File: src/rtl/multicycle_control_unit_if.sv
// Instruction-field, ALU-flag, memory-handshake and control-output bundle for
// multicycle_control_unit; the slave modport is the control unit's side.
interface multicycle_control_unit_if #(
   parameter int unsigned ALUCTRL_W = 4
);
   logic [6:0]           i_OpCode;
   logic [2:0]           i_funct3;
   logic                 i_funct7_5;
   logic                 i_Zero;
   logic                 i_Lt;
   logic                 i_Ltu;
   logic                 i_MemReady;
   logic                 o_MemReq;
   logic                 o_PCWrite;
   logic                 o_IRWrite;
   logic                 o_MemWrite;
   logic                 o_RegWrite;
   logic                 o_AdrSrc;
   logic [1:0]           o_ResultSrc;
   logic [1:0]           o_ALUSrcA;
   logic [1:0]           o_ALUSrcB;
   logic [2:0]           o_ImmSrc;
   logic [ALUCTRL_W-1:0] o_ALUControl;
   logic [3:0]           o_State;
   logic                 o_InstrDone;
   logic                 o_Trap;

   modport master (
      output i_OpCode, i_funct3, i_funct7_5, i_Zero, i_Lt, i_Ltu, i_MemReady,
      input  o_MemReq, o_PCWrite, o_IRWrite, o_MemWrite, o_RegWrite, o_AdrSrc,
             o_ResultSrc, o_ALUSrcA, o_ALUSrcB, o_ImmSrc, o_ALUControl, o_State,
             o_InstrDone, o_Trap
   );

   modport slave (
      input  i_OpCode, i_funct3, i_funct7_5, i_Zero, i_Lt, i_Ltu, i_MemReady,
      output o_MemReq, o_PCWrite, o_IRWrite, o_MemWrite, o_RegWrite, o_AdrSrc,
             o_ResultSrc, o_ALUSrcA, o_ALUSrcB, o_ImmSrc, o_ALUControl, o_State,
             o_InstrDone, o_Trap
   );
endinterface

File: src/rtl/multicycle_control_unit.sv
// Multicycle RV32I control FSM sequencing fetch, decode, execute, memory and writeback.
// Define CTRL_TRAP_EN to add illegal-opcode and memory-wait-timeout traps.
module multicycle_control_unit #(
   parameter int unsigned ALUCTRL_W = 4,
   parameter int unsigned TIMEOUT_W = 8
) (
   input logic                      i_Clk,
   input logic                      i_Reset_n,
   multicycle_control_unit_if.slave bus
);
   typedef enum logic [3:0] {
      S_FETCH    = 4'd0,  S_DECODE = 4'd1,  S_MEMADR = 4'd2,  S_MEMREAD = 4'd3,
      S_MEMWB    = 4'd4,  S_MEMWRITE = 4'd5, S_EXECR = 4'd6,  S_EXECI   = 4'd7,
      S_ALUWB    = 4'd8,  S_BRANCH = 4'd9,  S_JAL    = 4'd10, S_JALR    = 4'd11,
      S_LUI      = 4'd12, S_AUIPC  = 4'd13, S_TRAP   = 4'd14
   } state_e;

   localparam logic [6:0] OP_LOAD  = 7'b0000011, OP_STORE = 7'b0100011;
   localparam logic [6:0] OP_R     = 7'b0110011, OP_I     = 7'b0010011;
   localparam logic [6:0] OP_BR    = 7'b1100011, OP_JAL   = 7'b1101111;
   localparam logic [6:0] OP_JALR  = 7'b1100111, OP_LUI   = 7'b0110111;
   localparam logic [6:0] OP_AUIPC = 7'b0010111;

   localparam logic [ALUCTRL_W-1:0] ALU_ADD = ALUCTRL_W'(0), ALU_SUB  = ALUCTRL_W'(1);
   localparam logic [ALUCTRL_W-1:0] ALU_AND = ALUCTRL_W'(2), ALU_OR   = ALUCTRL_W'(3);
   localparam logic [ALUCTRL_W-1:0] ALU_XOR = ALUCTRL_W'(4), ALU_SLT  = ALUCTRL_W'(5);
   localparam logic [ALUCTRL_W-1:0] ALU_SLTU = ALUCTRL_W'(6), ALU_SLL = ALUCTRL_W'(7);
   localparam logic [ALUCTRL_W-1:0] ALU_SRL = ALUCTRL_W'(8), ALU_SRA  = ALUCTRL_W'(9);

   if (ALUCTRL_W < 4 || TIMEOUT_W < 1) begin : g_bad_param
      $error("multicycle_control_unit: ALUCTRL_W must be >= 4 and TIMEOUT_W >= 1");
   end

   state_e state_q, state_d;
   logic   done_q, done_d;

   logic                 mem_req, pc_write, ir_write, mem_write, reg_write, adr_src, trap;
   logic [1:0]           result_src, alu_src_a, alu_src_b;
   logic [2:0]           imm_src;
   logic [ALUCTRL_W-1:0] alu_ctrl;
   logic                 taken;

`ifdef CTRL_TRAP_EN
   localparam logic [TIMEOUT_W-1:0] WAIT_LAST = TIMEOUT_W'((2 ** TIMEOUT_W) - 2);
   logic [TIMEOUT_W-1:0] wait_cnt_q, wait_cnt_d;
   logic                 mem_wait;
`endif

   function automatic logic [ALUCTRL_W-1:0] alu_decode(input logic is_r,
                                                       input logic [2:0] f3,
                                                       input logic f7_5);
      case (f3)
         3'b000:  return (is_r && f7_5) ? ALU_SUB : ALU_ADD;
         3'b001:  return ALU_SLL;
         3'b010:  return ALU_SLT;
         3'b011:  return ALU_SLTU;
         3'b100:  return ALU_XOR;
         3'b101:  return f7_5 ? ALU_SRA : ALU_SRL;
         3'b110:  return ALU_OR;
         default: return ALU_AND;
      endcase
   endfunction

   always_ff @(posedge i_Clk or negedge i_Reset_n) begin
      if (!i_Reset_n) begin
         state_q <= S_FETCH;
         done_q  <= 1'b0;
      end else begin
         state_q <= state_d;
         done_q  <= done_d;
      end
   end

`ifdef CTRL_TRAP_EN
   always_ff @(posedge i_Clk or negedge i_Reset_n) begin
      if (!i_Reset_n) wait_cnt_q <= '0;
      else            wait_cnt_q <= wait_cnt_d;
   end
`endif

   always_comb begin
      state_d    = state_q;
      mem_req    = 1'b0;
      pc_write   = 1'b0;
      ir_write   = 1'b0;
      mem_write  = 1'b0;
      reg_write  = 1'b0;
      adr_src    = 1'b0;
      trap       = 1'b0;
      result_src = 2'b00;
      alu_src_a  = 2'b00;
      alu_src_b  = 2'b00;
      alu_ctrl   = ALU_ADD;

      case (bus.i_funct3)
         3'b000:  taken = bus.i_Zero;
         3'b001:  taken = !bus.i_Zero;
         3'b100:  taken = bus.i_Lt;
         3'b101:  taken = !bus.i_Lt;
         3'b110:  taken = bus.i_Ltu;
         3'b111:  taken = !bus.i_Ltu;
         default: taken = 1'b0;
      endcase

      unique case (state_q)
         S_FETCH: begin
            mem_req    = 1'b1;
            alu_src_b  = 2'b10;
            result_src = 2'b10;
            if (bus.i_MemReady) begin
               ir_write = 1'b1;
               pc_write = 1'b1;
               state_d  = S_DECODE;
            end
         end
         S_DECODE: begin
            alu_src_a = 2'b01;
            alu_src_b = 2'b01;
            case (bus.i_OpCode)
               OP_LOAD, OP_STORE: state_d = S_MEMADR;
               OP_R:              state_d = S_EXECR;
               OP_I:              state_d = S_EXECI;
               OP_BR:             state_d = S_BRANCH;
               OP_JAL:            state_d = S_JAL;
               OP_JALR:           state_d = S_JALR;
               OP_LUI:            state_d = S_LUI;
               OP_AUIPC:          state_d = S_AUIPC;
`ifdef CTRL_TRAP_EN
               default:           state_d = S_TRAP;
`else
               default:           state_d = S_FETCH;
`endif
            endcase
         end
         S_MEMADR: begin
            alu_src_a = 2'b10;
            alu_src_b = 2'b01;
            state_d   = (bus.i_OpCode == OP_LOAD) ? S_MEMREAD : S_MEMWRITE;
         end
         S_MEMREAD: begin
            mem_req = 1'b1;
            adr_src = 1'b1;
            if (bus.i_MemReady) state_d = S_MEMWB;
         end
         S_MEMWB: begin
            result_src = 2'b01;
            reg_write  = 1'b1;
            state_d    = S_FETCH;
         end
         S_MEMWRITE: begin
            mem_req   = 1'b1;
            adr_src   = 1'b1;
            mem_write = 1'b1;
            if (bus.i_MemReady) state_d = S_FETCH;
         end
         S_EXECR: begin
            alu_src_a = 2'b10;
            alu_ctrl  = alu_decode(1'b1, bus.i_funct3, bus.i_funct7_5);
            state_d   = S_ALUWB;
         end
         S_EXECI: begin
            alu_src_a = 2'b10;
            alu_src_b = 2'b01;
            alu_ctrl  = alu_decode(1'b0, bus.i_funct3, bus.i_funct7_5);
            state_d   = S_ALUWB;
         end
         S_ALUWB: begin
            reg_write = 1'b1;
            state_d   = S_FETCH;
         end
         S_BRANCH: begin
            alu_src_a = 2'b10;
            alu_ctrl  = ALU_SUB;
            pc_write  = taken;
            state_d   = S_FETCH;
         end
         // JAL jumps to the target computed in DECODE while writing the old PC+4
         S_JAL: begin
            alu_src_a = 2'b01;
            alu_src_b = 2'b10;
            pc_write  = 1'b1;
            reg_write = 1'b1;
            state_d   = S_FETCH;
         end
         S_JALR: begin
            alu_src_a = 2'b10;
            alu_src_b = 2'b01;
            pc_write  = 1'b1;
            reg_write = 1'b1;
            state_d   = S_FETCH;
         end
         S_LUI: begin
            alu_src_a = 2'b11;
            alu_src_b = 2'b01;
            state_d   = S_ALUWB;
         end
         S_AUIPC: begin
            alu_src_a = 2'b01;
            alu_src_b = 2'b01;
            state_d   = S_ALUWB;
         end
`ifdef CTRL_TRAP_EN
         S_TRAP: begin
            trap    = 1'b1;
            state_d = S_TRAP;
         end
`endif
         default: state_d = S_FETCH;
      endcase

`ifdef CTRL_TRAP_EN
      // Consecutive ready-low cycles in any memory-wait state; the last one traps.
      mem_wait   = (state_q == S_FETCH || state_q == S_MEMREAD || state_q == S_MEMWRITE) &&
                   !bus.i_MemReady;
      wait_cnt_d = '0;
      if (mem_wait) begin
         if (wait_cnt_q == WAIT_LAST) state_d = S_TRAP;
         else                         wait_cnt_d = wait_cnt_q + 1'b1;
      end
`endif

      done_d = (state_d == S_FETCH) && (state_q != S_FETCH);

      case (bus.i_OpCode)
         OP_STORE:         imm_src = 3'd1;
         OP_BR:            imm_src = 3'd2;
         OP_JAL:           imm_src = 3'd3;
         OP_LUI, OP_AUIPC: imm_src = 3'd4;
         default:          imm_src = 3'd0;
      endcase
   end

   // Outputs are forced low for as long as reset is held, not just at the edge.
   always_comb begin
      bus.o_MemReq     = i_Reset_n & mem_req;
      bus.o_PCWrite    = i_Reset_n & pc_write;
      bus.o_IRWrite    = i_Reset_n & ir_write;
      bus.o_MemWrite   = i_Reset_n & mem_write;
      bus.o_RegWrite   = i_Reset_n & reg_write;
      bus.o_AdrSrc     = i_Reset_n & adr_src;
      bus.o_InstrDone  = i_Reset_n & done_q;
      bus.o_Trap       = i_Reset_n & trap;
      bus.o_ResultSrc  = i_Reset_n ? result_src : '0;
      bus.o_ALUSrcA    = i_Reset_n ? alu_src_a : '0;
      bus.o_ALUSrcB    = i_Reset_n ? alu_src_b : '0;
      bus.o_ImmSrc     = i_Reset_n ? imm_src : '0;
      bus.o_ALUControl = i_Reset_n ? alu_ctrl : '0;
      bus.o_State      = i_Reset_n ? state_q : S_FETCH;
   end
endmodule

File: src/flat_wrapper.sv
// flat-port wrapper written by rule: the top's interface ports become plain ports
module multicycle_control_unit_flat 
#(
   parameter int unsigned ALUCTRL_W = 4,
   parameter int unsigned TIMEOUT_W = 8
)
  (i_Clk, i_Reset_n, bus_i_OpCode, bus_i_funct3, bus_i_funct7_5, bus_i_Zero, bus_i_Lt, bus_i_Ltu, bus_i_MemReady, bus_o_MemReq, bus_o_PCWrite, bus_o_IRWrite, bus_o_MemWrite, bus_o_RegWrite, bus_o_AdrSrc, bus_o_ResultSrc, bus_o_ALUSrcA, bus_o_ALUSrcB, bus_o_ImmSrc, bus_o_ALUControl, bus_o_State, bus_o_InstrDone, bus_o_Trap);
  multicycle_control_unit_if #(.ALUCTRL_W(ALUCTRL_W)) bus_i ();
  input logic i_Clk;
  input logic i_Reset_n;
  input wire logic [$bits(bus_i.i_OpCode)-1:0] bus_i_OpCode;
  input wire logic [$bits(bus_i.i_funct3)-1:0] bus_i_funct3;
  input wire logic [$bits(bus_i.i_funct7_5)-1:0] bus_i_funct7_5;
  input wire logic [$bits(bus_i.i_Zero)-1:0] bus_i_Zero;
  input wire logic [$bits(bus_i.i_Lt)-1:0] bus_i_Lt;
  input wire logic [$bits(bus_i.i_Ltu)-1:0] bus_i_Ltu;
  input wire logic [$bits(bus_i.i_MemReady)-1:0] bus_i_MemReady;
  output wire logic [$bits(bus_i.o_MemReq)-1:0] bus_o_MemReq;
  output wire logic [$bits(bus_i.o_PCWrite)-1:0] bus_o_PCWrite;
  output wire logic [$bits(bus_i.o_IRWrite)-1:0] bus_o_IRWrite;
  output wire logic [$bits(bus_i.o_MemWrite)-1:0] bus_o_MemWrite;
  output wire logic [$bits(bus_i.o_RegWrite)-1:0] bus_o_RegWrite;
  output wire logic [$bits(bus_i.o_AdrSrc)-1:0] bus_o_AdrSrc;
  output wire logic [$bits(bus_i.o_ResultSrc)-1:0] bus_o_ResultSrc;
  output wire logic [$bits(bus_i.o_ALUSrcA)-1:0] bus_o_ALUSrcA;
  output wire logic [$bits(bus_i.o_ALUSrcB)-1:0] bus_o_ALUSrcB;
  output wire logic [$bits(bus_i.o_ImmSrc)-1:0] bus_o_ImmSrc;
  output wire logic [$bits(bus_i.o_ALUControl)-1:0] bus_o_ALUControl;
  output wire logic [$bits(bus_i.o_State)-1:0] bus_o_State;
  output wire logic [$bits(bus_i.o_InstrDone)-1:0] bus_o_InstrDone;
  output wire logic [$bits(bus_i.o_Trap)-1:0] bus_o_Trap;
  assign bus_i.i_OpCode = bus_i_OpCode;
  assign bus_i.i_funct3 = bus_i_funct3;
  assign bus_i.i_funct7_5 = bus_i_funct7_5;
  assign bus_i.i_Zero = bus_i_Zero;
  assign bus_i.i_Lt = bus_i_Lt;
  assign bus_i.i_Ltu = bus_i_Ltu;
  assign bus_i.i_MemReady = bus_i_MemReady;
  assign bus_o_MemReq = bus_i.o_MemReq;
  assign bus_o_PCWrite = bus_i.o_PCWrite;
  assign bus_o_IRWrite = bus_i.o_IRWrite;
  assign bus_o_MemWrite = bus_i.o_MemWrite;
  assign bus_o_RegWrite = bus_i.o_RegWrite;
  assign bus_o_AdrSrc = bus_i.o_AdrSrc;
  assign bus_o_ResultSrc = bus_i.o_ResultSrc;
  assign bus_o_ALUSrcA = bus_i.o_ALUSrcA;
  assign bus_o_ALUSrcB = bus_i.o_ALUSrcB;
  assign bus_o_ImmSrc = bus_i.o_ImmSrc;
  assign bus_o_ALUControl = bus_i.o_ALUControl;
  assign bus_o_State = bus_i.o_State;
  assign bus_o_InstrDone = bus_i.o_InstrDone;
  assign bus_o_Trap = bus_i.o_Trap;
  multicycle_control_unit #(.ALUCTRL_W(ALUCTRL_W), .TIMEOUT_W(TIMEOUT_W)) u_core (.i_Clk(i_Clk), .i_Reset_n(i_Reset_n), .bus(bus_i));
endmodule
File: config.mk
export PLATFORM = sky130hd
export DESIGN_NAME = multicycle_control_unit_flat
export DESIGN_NICKNAME = d
export VERILOG_FILES = /design/src/rtl/multicycle_control_unit_if.sv /design/src/rtl/multicycle_control_unit.sv /design/src/flat_wrapper.sv
export SDC_FILE = /design/constraint.sdc
export NUM_CORES = 1
export LEC_CHECK = 0
export ABC_AREA = 1
export CORE_ASPECT_RATIO = 0.75
export CORE_MARGIN = 2
export CORE_UTILIZATION = 43
export CTS_CLUSTER_SIZE = 40
export DETAILED_ROUTE_END_ITERATION = 16
export MAX_ROUTING_LAYER = met4
export PLACE_DENSITY = 0.92
export SLEW_MARGIN = 15
export SYNTH_ARGS = -nofsm -noshare
export SYNTH_HDL_FRONTEND = slang
export SYNTH_SLANG_ARGS = --single-unit
File: constraint.sdc
create_clock -name i_Clk -period 3.68 [get_ports i_Clk]
set_input_delay 0.736 -clock i_Clk [delete_from_list [all_inputs] [get_ports i_Clk]]
set_output_delay 0.736 -clock i_Clk [all_outputs]
set_load 0.01 [all_outputs]
== Word-level counts from Yosys, hierarchy flattened ==
Cells that the tools add are included.
Widths: inputs -> output; s select.
Cells by class
  $add $sub $neg: 0
  $mul: 0
  divide/modulo/power cells: 0
  magnitude comparators: 0
  equality and inequality tests: 29
  shift-type cells: 0
  multiplexer cells: 29
  bitwise gates (word level): 7
  reductions and logical operators: 19
Operators with widths (count)
  $pmux 4 s7: 2
  $pmux 4 s8: 1
  $eq 4x4->1 const B: 6
  $pmux 4 s6: 1
  $eq 7x6->1 const B: 3
  $eq 7x7->1 const B: 3
  $mux 4: 5
  $eq 4x3->1 const B: 4
  $eq 7x5->1 const B: 2
  $eq 3x3->1 const B: 4
  $pmux 3 s4: 1
  $pmux 4 s3: 1
  $reduce_or 2->1: 5
  $eq 4x2->1 const B: 2
  $logic_not 4->1: 2
  $mux 1: 8
  $pmux 2 s2: 2
  $reduce_or 4->1: 2
  $and 1x1->1: 7
  $eq 7x2->1 const B: 1
  $eq 3x2->1 const B: 2
  $mux 2: 3
  $mux 3: 2
  $pmux 1 s6: 1
  11 further kinds: 14
Word-level totals
  bits in registers: 5
  bits in latches: 0
  RAM bits: 0
  ROM bits: 0
  bits of input ports: 17
  output and inout bits: 25
  logic and storage cells: 86
  memories: 0

== Longest topological paths before layout ==
Gate-level depths: netlist (run 1).
  depth in word-level cells: 6
  gate-level depth with buffers: 10
  mapped depth without buffers: 9

== Worst setup path after synthesis (run 1) ==
OpenSTA, ideal clock, no wires.
  path type: in2out
  from: in bus_i_funct3[0]
  to: out bus_o_PCWrite
  data arrival time: 1.547 ns
  required time: 2.944 ns
  path slack: 1.397 ns
  stages: 10
  buffers on the path: 1
  cells stage by stage: buf_2 inv_1 nand2_1 nor2_1 nand2_1 o21ai_0 inv_1 nand2_1 a21oi_1 nor2_1
Between the ends
  cells in the longest elaborated chain, start to end: 4
  elaborated cells between the ends (all ways): 9
  those cells by class: 5 x eq/ne; 2 x mux; 1 x bitwise; 1 x reduce/logical
Ends and longest elaborated chain
  start: declaration: line flat_wrapper.sv:12  | input wire logic [$bits(bus_i.i_funct3)-1:0] bus_i_funct3;
  $eq 3x3->1 (tied with other cells): line multicycle_control_unit.sv:95  | case (bus.i_funct3)
  $pmux 1 s6 *: line multicycle_control_unit.sv:95
  $pmux 1 s3 *: line multicycle_control_unit.sv:105  | unique case (state_q)
  $and 1x1->1 *: line multicycle_control_unit.sv:236  | bus.o_PCWrite = i_Reset_n & pc_write;
  end: declaration: line flat_wrapper.sv:19  | output wire logic [$bits(bus_i.o_PCWrite)-1:0] bus_o_PCWrite;
Mark *: on every way between the ends. The rest lies on a longest branch, timed or not.

== Final worst setup path (run 1) ==
  from: in bus_i_funct3[2]
  to: out bus_o_ALUControl[0]
Between the ends
  cells in the longest elaborated chain, start to end: 4
  elaborated cells between the ends (all ways): 11
  those cells by class: 6 x eq/ne; 4 x mux; 1 x reduce/logical
Ends and longest elaborated chain
  $eq 3x3->1 (tied with other cells): line multicycle_control_unit.sv:52  | case (f3)
  $pmux 4 s7: line multicycle_control_unit.sv:52
  $pmux 4 s3 *: line multicycle_control_unit.sv:105
  $mux 4 *: line multicycle_control_unit.sv:247  | bus.o_ALUControl = i_Reset_n ? alu_ctrl : '0;
  end: declaration: line flat_wrapper.sv:28  | output wire logic [$bits(bus_i.o_ALUControl)-1:0] bus_o_ALUControl;
Marked as above.

==> flow_metrics.env, run 1 <==
export IMPL_drc_errors=0
export IMPL_critPathTopFamily="buffers and inverters"
export IMPL_postSynthCellCount=169
export IMPL_reg2regPathDepth=8
export IMPL_cts_resized=0
export IMPL_critPathCaptureType="primary output"
export IMPL_grt_max_degree=17
export IMPL_cts_inserted_buffers=3
export IMPL_die_w_um=55.2
export IMPL_fmax_ghz=0.299
export IMPL_fin_skew_ns=0.00299
export IMPL_htreeDepth=1
export IMPL_grt_pass1_vias=1018
export IMPL_met1_usage=0.341
export IMPL_finalCritPeriodShare=0.910
export IMPL_routedWlPerCell_um=11.1
export IMPL_tritoncts="done"
export IMPL_cp_max_fo=6
export IMPL_postSynthAreaPerCell_um2=5.00
export IMPL_crit_path_end="bus_o_ALUControl[0]"
export IMPL_yosysTopAreaCell="nand2_1"
export IMPL_cp_slowest_cell="clkdlybuf4s50_1"
export IMPL_placed_cell_area_mm2=0.00125
export IMPL_vias_per_cell=5.12
export IMPL_finalHoldViolCount=0
export IMPL_clkPwrFrac=0.270
export IMPL_fin_crit_ns=3.35
export IMPL_status="finished, final reports clean"
export IMPL_powerDensity_mw_per_mm2=184
export IMPL_critical_path_depth=10
export IMPL_arrival_ns=2.61
export IMPL_clk_latency_ns=0.24
export IMPL_fin_nets=228
export IMPL_rows=13
export IMPL_regArea_um2=125
export IMPL_grt_pass1_wl_mm=4.16
export IMPL_fin_tns_setup_ns=0
export IMPL_antenna_found_initial=0
export IMPL_grtUsageTotal=0.239
export IMPL_cts_buffer_depth=2
export IMPL_crit_path_start_kind="primary input"
export IMPL_num_vias=1187
export IMPL_power_static_leakage_nw=0.666
export IMPL_critical_path_max_stage_delay_ns=0.60
export IMPL_met3_usage=0.0107
export IMPL_synth_edf_count=0
export IMPL_seqPwrFrac=0.270
export IMPL_place_congestion=0.882
export IMPL_p_switching_w=0.0000850
export IMPL_yosysWarnings=0
export IMPL_die_y_um=42.4
export IMPL_synth_top_cell_area_share=0.209
export IMPL_r2r_end="u_core.done_q$_DFF_PN0_"
export IMPL_post_route_cell_area_mm2=0.00128
export IMPL_ys_ff_latch=5
export IMPL_ys_flop_type="dfrtp_1"
export IMPL_p_int_w=0.000150
export IMPL_rsz0062_at_grt="false"
export IMPL_drt_total_wl_mm=2.57
export IMPL_overflow=0
export IMPL_synth_area_leaders="nand2_1 (21%), dfrtp_1 (15%), nor2_1 (15%)"
export IMPL_post_cts_setup_buffer_count=0
export IMPL_cts_num_sinks=5
export IMPL_met2_usage=0.362
export IMPL_hp_class="reg2reg"
export IMPL_seq_area_frac_synth=0.148
export IMPL_swShare=0.362
export IMPL_async_flop_share=1.00
export IMPL_cap_viol_max_count=0
export IMPL_r2r_setup_slack_ns=2.28
export IMPL_ir_drop_uv=111
export IMPL_area_growth_syn_to_layout_pct=51.4
export IMPL_diodes=0
export IMPL_synth_distinct_cells=26
export IMPL_crit_chain="clkdlybuf4s50_1 > inv_2 > nor2_2 > nand3_1 > nand2_1 > inv_1 > a21oi_1 > nor2_1 > nor2_1 > clkdlybuf4s50_1"
export IMPL_critPathBufInv=4
export IMPL_drt_first_iter_violations=44
export IMPL_post_cts_hold_buffer_count=0
export IMPL_final_antenna_net_count=0
export IMPL_required_ns=2.94
export IMPL_p_comb_frac=0.461
export IMPL_synthTopCellsByCount="nand2_1 (47), nor2_1 (33), inv_1 (26)"
export IMPL_initial_core_util=0.472
export IMPL_hpwl_mm=2.14
export IMPL_fillers=162
export IMPL_syn_nets=186
export IMPL_r2r_start="u_core.state_q[1]$_DFF_PN0_"
export IMPL_post_synth_top_count_cell="nand2_1"
export IMPL_critPathKind="in2out"
export IMPL_clock_root_buffer="clkbuf_4"
export IMPL_startpoint="bus_i_funct3[2]"
export IMPL_hold_path_depth=4
export IMPL_ios=42
export IMPL_numPortBuffers=40
export IMPL_maxSlewViolCount=0
export IMPL_drtPass1Iterations=4
export IMPL_dieArea_mm2=0.00234
export IMPL_setup_viol=0
export IMPL_path_clk_slew_ns=0.04
export IMPL_drive_gt1_frac=0.0810
export IMPL_netlist_area_um2=845
export IMPL_multiInputGateArea_um2=572
export IMPL_core_mm2=0.00179
export IMPL_grt_busiest_layer="met2"
-- area by class of cell --
type,instances,area share
multi-input cells,128,0.447
repair buffers,41,0.319
flip-flops and latches,5,0.0978
inverters,32,0.0939
well taps,22,0.0215
clock buffers,4,0.0205
-- kinds of logic after synthesis --
| kind of cell | synth area share |
|---|---|
| compound gates | 0.135 |
| other cells | 0.00444 |
| simple gates | 0.538 |
| buf+inv | 0.175 |
| flops | 0.148 |
-- stage by stage --
stage	setup WS (ns)	total power (W)	hold slack, ns	instances	util
final	0.331	0.000235	0.823	232	0.715
after detailed placement	0.361	0.000170	0.799	228	0.700
after global placement	0.436	0.000167	0.794	228	0.700
after CTS	0.365	0.000235	0.806	232	0.715
after global routing	0.218	0.000252	0.856	232	0.715
after floorplan	1.40	0.000117	0.440	169	-
-- state kept, by name, summed over array words and instances (netlist names) --
register        count
u_core.done_q       1
u_core.state_q      4
-- cell usage in the layout, fill, tap and decap left out, drive strengths merged, types with 4 or more instances in the layout --
cell type      instances
nand3                 11
dfrtp                  5
nor2                  38
nand2                 50
clkdlybuf4s50         40
o21ai                  4
inv                   31
clkbuf                 4
a21oi                 10
-- how the worst min path moves through the flow --
| stage | from | endpoint | slack (ns) |
|---|---|---|---|
| after floorplan | i_Reset_n | u_core.done_q$_DFF_PN0_ | 0.44 |
| after global placement | u_core.state_q[0]$_DFF_PN0_ | u_core.state_q[3]$_DFF_PN0_ | 0.79 |
| after detailed placement | u_core.state_q[0]$_DFF_PN0_ | u_core.state_q[3]$_DFF_PN0_ | 0.80 |
| after CTS | u_core.state_q[0]$_DFF_PN0_ | u_core.state_q[3]$_DFF_PN0_ | 0.81 |
| after global routing | i_Reset_n | u_core.state_q[3]$_DFF_PN0_ | 0.86 |
| final | u_core.state_q[0]$_DFF_PN0_ | u_core.state_q[3]$_DFF_PN0_ | 0.82 |
-- power by group through the flow --
stage / Clock [W] / Combinational [W] / Sequential (W)
after global routing: 0.0000696 / 0.000118 / 0.0000637
after CTS: 0.0000647 / 0.000107 / 0.0000631
after global placement: 0 / 0.000103 / 0.0000638
final: 0.0000633 / 0.000108 / 0.0000633
after detailed placement: 0 / 0.000107 / 0.0000638
after floorplan: 0 / 0.0000543 / 0.0000624
-- layer usage --
layer	vias up	routed length [um]	share of wire
met1	533	1210	0.47
met5	-	0	0
li1	608	-	-
met3	0	143	0.056
met2	46	1220	0.47
met4	0	0	0
-- worst reg2reg max path, stage by stage (launching register included) --
cell     delay, ns
dfrtp_1       0.48
inv_1         0.12
nand2_1       0.09
nor2_2        0.18
nand2_1       0.09
nor3_1        0.15
nor2_1        0.10
nand2_1       0.06
nor2_1        0.04
Note: power is estimated with default switching activity, not from simulation.
==> inputs of run 2 (changes only) <==
--- a/config.mk
+++ b/config.mk
@@ -17,3 +17,4 @@
 export SYNTH_ARGS = -nofsm -noshare
 export SYNTH_HDL_FRONTEND = slang
 export SYNTH_SLANG_ARGS = --single-unit
+export TNS_END_PERCENT = 10
==> results of run 2 <==
Same layout as run 1: the final DEF is identical, and so are final timing and power.
